### config.mk
export PLATFORM = sky130hd
export DESIGN_NAME = alarm_timer_flat
export DESIGN_NICKNAME = d
export VERILOG_FILES = /design/src/rtl/alarm_timer_pkg.sv /design/src/rtl/alarm_timer_if.sv /design/src/rtl/alarm_timer_ms_prescaler.sv /design/src/rtl/alarm_timer.sv /design/src/flat_wrapper.sv
export SDC_FILE = /design/constraint.sdc
export NUM_CORES = 1
export LEC_CHECK = 0
export CAP_MARGIN = 20
export CORE_UTILIZATION = 54
export DETAILED_ROUTE_END_ITERATION = 10
export PLACE_DENSITY = 0.89
export RECOVER_POWER = 25
export SYNTH_ARGS = -nofsm -noshare
export SYNTH_HDL_FRONTEND = slang
export SYNTH_SLANG_ARGS = --single-unit
### constraint.sdc
create_clock -name clkms -period 3.01 [get_ports clkms]
set_input_delay 0.602 -clock clkms [delete_from_list [all_inputs] [get_ports clkms]]
set_output_delay 0.602 -clock clkms [all_outputs]
set_load 0.01 [all_outputs]
### src/rtl/alarm_timer_pkg.sv
// Shared types and defaults for the alarm timer.
// Latency: n/a (declarations only).
// Backpressure: n/a.
package timer_pkg;

    // Default clkms cycles per one-second tick and seconds-counter width.
    localparam int DEF_MS_PER_SEC = 1000;
    localparam int DEF_SEC_W      = 12;

    typedef enum logic [1:0] {
        ST_IDLE   = 2'd0,
        ST_RUN    = 2'd1,
        ST_PAUSED = 2'd2,
        ST_ALARM  = 2'd3
    } state_e;

endpackage

### src/rtl/alarm_timer_if.sv
// Control/status bundle between Core (master) and the alarm timer (slave).
// Latency: n/a (wiring only).
// Backpressure: none; start/stop are single-cycle pulses, buzz_finished is a level.
//   start, stop     : command pulses from Core
//   load_sec        : preset seconds, sampled on start in IDLE
//   buzz_finished   : completion level from the buzzer
//   buzz_enable, remaining_sec, running, done : registered timer status
interface alarm_timer_if
    import timer_pkg::*;
#(
    parameter int SEC_W = DEF_SEC_W
);
    logic             start;
    logic             stop;
    logic [SEC_W-1:0] load_sec;
    logic             buzz_finished;
    logic             buzz_enable;
    logic [SEC_W-1:0] remaining_sec;
    logic             running;
    logic             done;

    modport master (
        output start, stop, load_sec, buzz_finished,
        input  buzz_enable, remaining_sec, running, done
    );

    modport slave (
        input  start, stop, load_sec, buzz_finished,
        output buzz_enable, remaining_sec, running, done
    );
endinterface

### src/rtl/alarm_timer_ms_prescaler.sv
// Millisecond prescaler: counts 0..MS_PER_SEC-1 while enabled and flags the wrap.
// Latency: tick is combinational from the held count, asserted in the cycle whose edge wraps it.
// Backpressure: none; en freezes the count, clear zeroes it (clear wins over en).
//   clkms, reset : clock and synchronous active-high reset
//   clear, en    : zero the count / advance the count
//   tick         : high when an enabled count sits at MS_PER_SEC-1
module ms_prescaler
    import timer_pkg::*;
#(
    parameter int MS_PER_SEC = DEF_MS_PER_SEC
) (
    input  logic clkms,
    input  logic reset,
    input  logic clear,
    input  logic en,
    output logic tick
);
    // Keep at least one bit so MS_PER_SEC=1 still elaborates.
    localparam int CNT_W = (MS_PER_SEC > 1) ? $clog2(MS_PER_SEC) : 1;
    localparam logic [CNT_W-1:0] LAST = CNT_W'(MS_PER_SEC - 1);

    logic [CNT_W-1:0] cnt;

    assign tick = en && !clear && (cnt == LAST);

    always_ff @(posedge clkms) begin
        if (reset || clear) begin
            cnt <= '0;
        end else if (en) begin
            if (cnt == LAST) begin
                cnt <= '0;
            end else begin
                cnt <= cnt + 1'b1;
            end
        end
    end
endmodule

### src/rtl/alarm_timer.sv
// Countdown alarm timer driving the buzzer enable; FSM plus seconds counter.
// Latency: buzz_enable rises at edge N*MS_PER_SEC after the start edge (plus any paused cycles).
// Backpressure: none; buzz_enable is held until buzz_finished or stop, then drops for >=1 cycle.
//   clkms, reset : 1 kHz clock, synchronous active-high reset
//   tif (slave)  : start/stop/load_sec/buzz_finished in; buzz_enable/remaining_sec/running/done out
module alarm_timer
    import timer_pkg::*;
#(
    parameter int MS_PER_SEC = DEF_MS_PER_SEC,
    parameter int SEC_W      = DEF_SEC_W
) (
    input  logic         clkms,
    input  logic         reset,
    alarm_timer_if.slave tif
);
    localparam logic [1:0] S_IDLE   = 2'(ST_IDLE);
    localparam logic [1:0] S_RUN    = 2'(ST_RUN);
    localparam logic [1:0] S_PAUSED = 2'(ST_PAUSED);
    localparam logic [1:0] S_ALARM  = 2'(ST_ALARM);

    logic [1:0]       state;
    logic [SEC_W-1:0] rem;
    logic             buzz_en_q;
    logic             running_q;
    logic             done_q;
    logic             pre_en;
    logic             pre_clr;
    logic             tick;

    // The prescaler advances in RUN and also on the resume edge out of PAUSED,
    // so a pause of P cycles shifts the alarm by exactly P cycles. stop always
    // freezes it for the cycle it is seen.
    always_comb begin
        pre_en  = 1'b0;
        pre_clr = 1'b0;
        if (!tif.stop) begin
            pre_en = (state == S_RUN) || ((state == S_PAUSED) && tif.start);
        end
        pre_clr = (state == S_IDLE) || ((state == S_PAUSED) && tif.stop);
    end

    ms_prescaler #(
        .MS_PER_SEC (MS_PER_SEC)
    ) u_prescaler (
        .clkms (clkms),
        .reset (reset),
        .clear (pre_clr),
        .en    (pre_en),
        .tick  (tick)
    );

    always_ff @(posedge clkms) begin
        if (reset) begin
            state     <= S_IDLE;
            rem       <= '0;
            buzz_en_q <= 1'b0;
            running_q <= 1'b0;
            done_q    <= 1'b0;
        end else begin
            done_q <= 1'b0;
            case (state)
                S_IDLE: begin
                    if (tif.start && !tif.stop && (tif.load_sec != '0)) begin
                        state     <= S_RUN;
                        rem       <= tif.load_sec;
                        running_q <= 1'b1;
                    end
                end
                S_RUN: begin
                    if (tif.stop) begin
                        state     <= S_PAUSED;
                        running_q <= 1'b0;
                    end
                end
                S_PAUSED: begin
                    if (tif.stop) begin
                        state <= S_IDLE;
                        rem   <= '0;
                    end else if (tif.start) begin
                        state     <= S_RUN;
                        running_q <= 1'b1;
                    end
                end
                S_ALARM: begin
                    // Abort takes precedence over a simultaneous completion.
                    if (tif.stop) begin
                        state     <= S_IDLE;
                        buzz_en_q <= 1'b0;
                    end else if (tif.buzz_finished) begin
                        state     <= S_IDLE;
                        buzz_en_q <= 1'b0;
                        done_q    <= 1'b1;
                    end
                end
                default: begin
                    state <= S_IDLE;
                end
            endcase

            // Second tick; only possible in RUN or on the resume edge, and
            // overrides the plain RUN transition above when the count expires.
            if (tick && (rem != '0)) begin
                rem <= rem - 1'b1;
                if (rem == SEC_W'(1)) begin
                    state     <= S_ALARM;
                    buzz_en_q <= 1'b1;
                    running_q <= 1'b0;
                end
            end
        end
    end

    assign tif.buzz_enable   = buzz_en_q;
    assign tif.remaining_sec = rem;
    assign tif.running       = running_q;
    assign tif.done          = done_q;
endmodule

### src/flat_wrapper.sv
// flat-port wrapper written by rule: the top's interface ports become plain ports
module alarm_timer_flat import timer_pkg::*;
#(
    parameter int MS_PER_SEC = DEF_MS_PER_SEC,
    parameter int SEC_W      = DEF_SEC_W
)
  (clkms, reset, tif_start, tif_stop, tif_load_sec, tif_buzz_finished, tif_buzz_enable, tif_remaining_sec, tif_running, tif_done);
  alarm_timer_if #(.SEC_W(SEC_W)) tif_i ();
  input  logic clkms;
  input  logic reset;
  input wire logic [$bits(tif_i.start)-1:0] tif_start;
  input wire logic [$bits(tif_i.stop)-1:0] tif_stop;
  input wire logic [$bits(tif_i.load_sec)-1:0] tif_load_sec;
  input wire logic [$bits(tif_i.buzz_finished)-1:0] tif_buzz_finished;
  output wire logic [$bits(tif_i.buzz_enable)-1:0] tif_buzz_enable;
  output wire logic [$bits(tif_i.remaining_sec)-1:0] tif_remaining_sec;
  output wire logic [$bits(tif_i.running)-1:0] tif_running;
  output wire logic [$bits(tif_i.done)-1:0] tif_done;
  assign tif_i.start = tif_start;
  assign tif_i.stop = tif_stop;
  assign tif_i.load_sec = tif_load_sec;
  assign tif_i.buzz_finished = tif_buzz_finished;
  assign tif_buzz_enable = tif_i.buzz_enable;
  assign tif_remaining_sec = tif_i.remaining_sec;
  assign tif_running = tif_i.running;
  assign tif_done = tif_i.done;
  alarm_timer #(.MS_PER_SEC(MS_PER_SEC), .SEC_W(SEC_W)) u_core (.clkms(clkms), .reset(reset), .tif(tif_i));
endmodule
==> results of run 1 <==
## per-layer routing
| layer | part of all wire, % | vias up |
|---|---|---|
| met1 | 40 | 688 |
| met5 | 0 | - |
| met4 | 2.2 | 0 |
| met2 | 53 | 55 |
| li1 | - | 734 |
| met3 | 4.8 | 12 |
## registers in the layout (all words and copies together) (netlist names)
signal                    flops
u_core.tif.done               1
u_core.tif.remaining_sec     12
u_core.tif.running            1
u_core.state                  2
u_core.u_prescaler.cnt       10
u_core.tif.buzz_enable        1
## worst reg2reg max path, cell delays in order (launching register included)
cell     delay, ns
dfxtp_1       0.40
nor4_1        0.42
nand4_1       0.45
and2_0        0.42
a32oi_1       0.23
a21oi_1       0.09
## cell usage after synthesis (2+ instances only)
library cell,instances
buf_2,2
nand3_1,10
ha_1,4
nand3b_4,2
a32oi_1,2
and3_1,5
a21oi_1,10
or3_1,4
a21boi_0,2
nor3_1,3
xnor2_1,3
nand3b_1,4
or4_1,3
nand2_1,20
xor2_1,6
dfxtp_1,27
nand2b_1,3
clkbuf_1,4
inv_1,3
nor2_1,16
a31oi_1,9
nand4_1,6
nor2b_1,5
nand4b_1,2
o211ai_1,4
o311ai_1,2
## per-stage QoR
| step | hold slack, ns | worst slack, ns | cells | utilization (%) | area, sq um |
|---|---|---|---|---|---|
| CTS | 0.479 | 0.677 | 243 | 73.9 | 1910 |
| finish | 0.478 | 0.596 | 243 | 73.7 | 1910 |
| detailed placement | 0.460 | 0.298 | 239 | 72.7 | 1880 |
| floorplan | 0.476 | 0.838 | 180 | - | 1530 |
| global route | 0.526 | 0.438 | 243 | 73.7 | 1910 |
| global placement | 0.439 | 0.379 | 239 | 72.7 | 1880 |
## power by group
part	internal [mW]	switching, mW	total (mW)
clock network	0.0511	0.113	0.164
registers	0.368	0.0145	0.382
logic	0.0671	0.0768	0.144
## cell families (layout without fill, tap and decap cells)
family | after synthesis | after routing | share of synthesized area, %
flops | 27 | 27 | 35.2
xor+xnor | 9 | 9 | 5.14
buf+inv | 10 | 43 | 3.10
simple gates | 93 | 93 | 35.5
fa+ha+maj | 4 | 4 | 3.26
mux | 1 | 1 | 0.653
compound gates | 36 | 36 | 17.1
## path summary, 6_finish.rpt
path                                                                from                                        to  slack (ns)  cells past startpoint
worst max register to register  u_core.tif.remaining_sec[6]$_SDFFE_PP0P_  u_core.tif.remaining_sec[8]$_SDFFE_PP0P_        0.90                      5
worst max-delay path                                            tif_stop  u_core.tif.remaining_sec[1]$_SDFFE_PP0P_        0.60                      8
worst min-delay path                   u_core.tif.buzz_enable$_SDFF_PP0_         u_core.tif.buzz_enable$_SDFF_PP0_        0.48                      2
worst min register to register         u_core.tif.buzz_enable$_SDFF_PP0_         u_core.tif.buzz_enable$_SDFF_PP0_        0.48                      2
## area by class of cell
class | count | area share (%)
Clock buffer | 3 | 1.18
Clock inverter | 1 | 0.393
Inverter | 3 | 0.590
Multi-Input combinational cell | 143 | 49.5
Sequential cell | 27 | 28.3
Tap cell | 30 | 1.97
Timing Repair Buffer | 36 | 18.0
## cells in the final DEF (no fill, tap or decap), drive strengths merged, types with 5 or more instances in the layout
master,instances
a31oi,9
dlygate4sd3,9
and3,5
nand2,21
nor2b,5
clkdlybuf4s50,22
nand3,11
nor2,16
xor2,6
a21oi,10
dfxtp,27
nand4,6
nand3b,6
==> impl_metrics.py, run 1 <==
metrics = {
    "setup_path": {
        "crit_family": "buffers and inverters",
        "max_stage_delay_ns": 0.56,
        "critPathMostFrequentCell": "a21boi_0",
        "critPathMaxFanout": 12,
        "worstPathCellList": "dlygate4sd3_1 > clkbuf_1 > nor4b_1 > o31a_1 > a21oi_1 > buf_4 > a21boi_0 > a21boi_0",
        "cp_data_arrival_time_ns": 2.66,
        "crit_type": "in -> reg",
        "critPathLaunchType": "input port",
        "cp.required_ns": 3.25,
        "path_buf_inv": 3,
        "cp_slowest_cell": "dlygate4sd3_1",
        "endpoint_kind": "register",
    },
    "timing": {
        "setup_viol": 0,
        "drv_slew": 0,
        "hold_viol": 0,
        "rsz0062_at_grt": "no",
        "tightestPinTransition_ns": 0.537,
        "relSlewSlack_pct": 64.0,
        "min_period_over_period_pct": 80.2,
        "layout_min_cycle_time_ns": 2.41,
        "fmax_ghz": 0.414,
        "skew_ns": 0.00482,
        "fin_tns_setup_ns": 0,
    },
    "floorplan": {
        "dieArea_sq_um": 3060,
        "start_util_pct": 59.2,
        "rows": 18,
        "core_sq_um": 2590,
        "io_pins": 32,
        "die_h_um": 55.3,
        "die-width_um": 55.3,
    },
    "route": {
        "vias_per_cell": 6.13,
        "ant_nets": 0,
        "drc": 0,
        "first_iter_violations": 55,
        "wl_um": 3720,
        "wl_per_cell_um": 15.3,
        "dr.pass1.iters": 4,
        "vias": 1489,
    },
    "placed_design": {
        "dp_hpwl_um": 2840,
        "io_buffers": 31,
        "place_congestion": 0.876,
    },
    "synthesis": {
        "synth_top_cell_by_area": "dfxtp_1",
        "ys_ff_latch": 27,
        "yosysSeqAreaShare_pct": 35.2,
        "synth_top_area_share_pct": 35.2,
        "synthesis.area_sq_um": 1530,
        "netlist_instances": 180,
        "syn_area_per_cell_sq_um": 8.52,
        "synth_ff_type": "dfxtp_1",
        "synth_warnings": 0,
        "synthArstFlopShare_pct": 0,
        "synthTopCellsByArea": "dfxtp_1 35%, nand2_1 4.9%, nor2_1 3.9%, a31oi_1 3.7%, xor2_1 3.4%",
        "yosysUniqueCellTypes": 45,
        "synth_edf_count": 0,
        "synthesis.nets": 201,
    },
    "outcome": {
        "status": "finished, final reports clean",
    },
    "power_and_ir_drop": {
        "total_power_mw": 0.691,
        "vdd_ir_drop_max_uv": 350,
        "power_density_nw_per_um2": 362,
        "p_leak_nw": 0.694,
    },
    "final_layout": {
        "nFillCells": 198,
        "seq_area_sq_um": 541,
        "final_nets": 235,
        "drive_above_1_share_pct": 7.04,
        "n_antenna_cell": 0,
        "area_growth_pct": 24.5,
        "multi_input_area_sq_um": 946,
    },
    "clocking": {
        "cts_tree": "yes",
        "clkSinkCount": 27,
        "ctsHoldBuffers": 0,
        "cts_resized": 0,
        "cts_setup_buffers": 0,
        "clkTransAtPathRegs_ns": 0.15,
        "cts_root_buf": "clkbuf_4",
        "htreeDepth": 1,
        "clk_latency_ns": 0.34,
        "cts_inserted_buffers": 3,
        "cts_buffer_depth": 2,
    },
    "grt": {
        "grt-ovfl-total": 0,
        "grt.met2_usage_pct": 45.4,
        "grt_pass1_wl_um": 6150,
        "grt_util_met1_pct": 28.4,
        "antenna_found_initial": 0,
        "grt_util_met3_pct": 4.92,
        "top_usage_layer": "met2",
        "grt_max_degree": 19,
        "grt_pass1_vias": 1379,
        "track_usage_pct": 24.7,
    },
    "hold_path": {
        "hold_class": "reg -> reg",
    },
    "flow_run": {
        "drv_cap": 0,
    },
}
Power figures use the tool's default switching activity.
==> run 2, diff against run 1 <==
Settings changed: CORE_UTILIZATION 54 to 50, PLACE_DENSITY 0.89 to 0.83.
Clock period 3.01 ns to 2.25 ns, I/O delays scaled along.
==> run 2 against run 1 <==
The run now ends with DRC left. Hold slack lost 0.015 ns. Sequential cell count unchanged. Total power grew 34%. Clock skew grew 0.010 ns. Routed wire length is 6.4% higher. Sequential power is 34% higher. Core utilization shrank 2.9 points. Cell count rose by 5.3%. Non-clock buffer count grew 12. Largest cell class unchanged. Largest power group unchanged.
==> impl_metrics.py, run 2 (synthesis results as in run 1) <==
metrics = {
    "outcome": {
        "status": "finished with violations",
        "violations": "DRC",
    },
    "timing": {
        "tightestPinTransition_ns": 0.461,
        "hold_viol": 0,
        "skew_ns": 0.0148,
        "drv_slew": 0,
        "rsz0062_at_grt": "no",
        "fmax_ghz": 0.464,
        "setup_viol": 0,
        "relSlewSlack_pct": 69.0,
        "layout_min_cycle_time_ns": 2.16,
        "fin_tns_setup_ns": 0,
        "min_period_over_period_pct": 95.9,
        "setup_ws_ns": 0.0927,
        "holdWs_ns": 0.462,
    },
    "route": {
        "drt-met1-wl_um": 1650,
        "vias": 1557,
        "wl_met2_um": 2020,
        "drc": 2,
        "dr.pass1.iters": 7,
        "wl_per_cell_um": 15.5,
        "top_layer_used": "met4",
        "ant_nets": 0,
        "vias_per_cell": 6.08,
        "wl_um": 3960,
        "first_iter_violations": 91,
        "wl_met3_um": 220,
    },
    "placed_design": {
        "placedCellCount": 252,
        "dp_slack_ns": -0.210,
        "io_buffers": 31,
        "dp_hpwl_um": 3130,
        "place_congestion": 0.847,
        "placed_area_sq_um": 1980,
    },
    "power_and_ir_drop": {
        "p_int_mw": 0.663,
        "p_sw_share_pct": 28.4,
        "total_power_mw": 0.925,
        "power_density_nw_per_um2": 462,
        "combinationalPowerShare_pct": 22.4,
        "p_sw_mw": 0.262,
        "p_seq_share_pct": 55.5,
        "vdd_ir_drop_max_uv": 331,
        "p_leak_nw": 0.758,
        "pwr-share-clk_pct": 22.2,
    },
    "grt": {
        "grt_pass1_vias": 1486,
        "track_usage_pct": 24.7,
        "grt_pass1_wl_um": 6360,
        "grt_max_degree": 18,
        "grt-ovfl-total": 0,
        "antenna_found_initial": 0,
    },
    "clocking": {
        "clkSinkCount": 27,
        "cts_resized": 0,
        "cts_tree": "yes",
        "clk_latency_ns": 0.32,
        "cts_setup_buffers": 0,
        "htreeDepth": 1,
        "cts_inserted_buffers": 3,
        "ctsHoldBuffers": 0,
        "cts_root_buf": "clkbuf_4",
        "cts_buffer_depth": 2,
        "clkTransAtPathRegs_ns": 0.14,
    },
    "final_layout": {
        "instances_no_fill": 256,
        "largest_reg_flops": 12,
        "area_growth_pct": 30.6,
        "drive_above_1_share_pct": 12.0,
        "final_nets": 247,
        "n_antenna_cell": 0,
        "fin_util_pct": 70.8,
        "final_cell_mix": "27 x dfxtp_1, 22 x clkdlybuf4s50_1, 20 x nand2_1, 16 x nor2_1, 16 x buf_4",
        "design_area_sq_um": 2000,
        "layout_commonest_cell": "dfxtp_1",
    },
    "setup_path": {
        "critPathLaunchType": "input port",
        "endpoint_kind": "register",
        "cp_slowest_cell": "or4_1",
        "max_stage_delay_ns": 0.55,
        "reg2reg_depth": 6,
        "crit_type": "in -> reg",
        "r2r-end": "u_core.tif.remaining_sec[8]$_SDFFE_PP0P_",
        "r2r_slack_ns": 0.16,
        "cp.required_ns": 2.48,
        "r2r_start": "u_core.state[0]$_SDFF_PP0_",
        "critPathMaxFanout": 12,
        "cp_data_arrival_time_ns": 2.39,
        "worstPathCellList": "clkdlybuf4s50_1 > or4_1 > o31a_1 > a21oi_1 > buf_4 > nand2_1 > a221oi_1",
    },
    "hold_path": {
        "hold_end": "u_core.tif.buzz_enable$_SDFF_PP0_",
        "hold_class": "reg -> reg",
        "hold_path_depth": 2,
        "hold_start": "u_core.tif.buzz_enable$_SDFF_PP0_",
    },
    "floorplan": {
        "io_pins": 32,
        "dieArea_sq_um": 3290,
        "die_h_um": 57.4,
        "die-width_um": 57.4,
        "start_util_pct": 54.2,
        "core_sq_um": 2830,
        "rows": 19,
    },
    "flow_run": {
        "drv_cap": 0,
    },
}
-- run 2: area by class of cell --
class,instances,area (sq um)
fillers,239,826
multi-input cells,143,952
well taps,31,38.8
inverters,3,11.3
clock buffers,4,26.3
flip-flops and latches,27,541
repair buffers,48,434
-- run 2: how the worst max path moves through the flow --
stage / from / endpoint / slack (ns) / cells after the start
global route: tif_load_sec[3] / u_core.tif.remaining_sec[6]$_SDFFE_PP0P_ / 0.02 / 7
detailed placement: tif_load_sec[3] / u_core.tif.running$_SDFF_PP0_ / -0.21 / 7
global placement: tif_load_sec[7] / u_core.tif.running$_SDFF_PP0_ / -0.18 / 7
floorplan: tif_stop / u_core.tif.remaining_sec[3]$_SDFFE_PP0P_ / 0.23 / 6
finish: tif_load_sec[3] / u_core.tif.remaining_sec[6]$_SDFFE_PP0P_ / 0.09 / 7
CTS: tif_load_sec[3] / u_core.tif.remaining_sec[6]$_SDFFE_PP0P_ / 0.12 / 7
-- run 2: critical path: cells and delay by family --
family / cells / cell delay, ns
AO/OA/AOI/OAI: 3 / 0.69
buffers and inverters: 2 / 0.63
AND/OR/NAND/NOR: 2 / 0.62
-- run 2: metal layers --
layer  up-vias  global-route usage, %
met5         -                      0
li1        757                      -
met4         0                   6.27
met1       736                   28.1
met2        58                   47.0
met3         6                   4.31
-- run 2: power groups by stage --
stage                     Sequential [mW]  Combinational [mW]  Clock [mW]
after floorplan                     0.522               0.107           0
after global placement              0.521               0.201           0
after detailed placement            0.524               0.207           0
after CTS                           0.513               0.208       0.210
after global routing                0.515               0.224       0.230
final                               0.513               0.207       0.205
==> run 3, diff against run 2 <==
Settings changed: ABC_AREA set to 0.
==> results of run 3 <==
No change in the layout: final DEF, timing and power equal those of run 2.
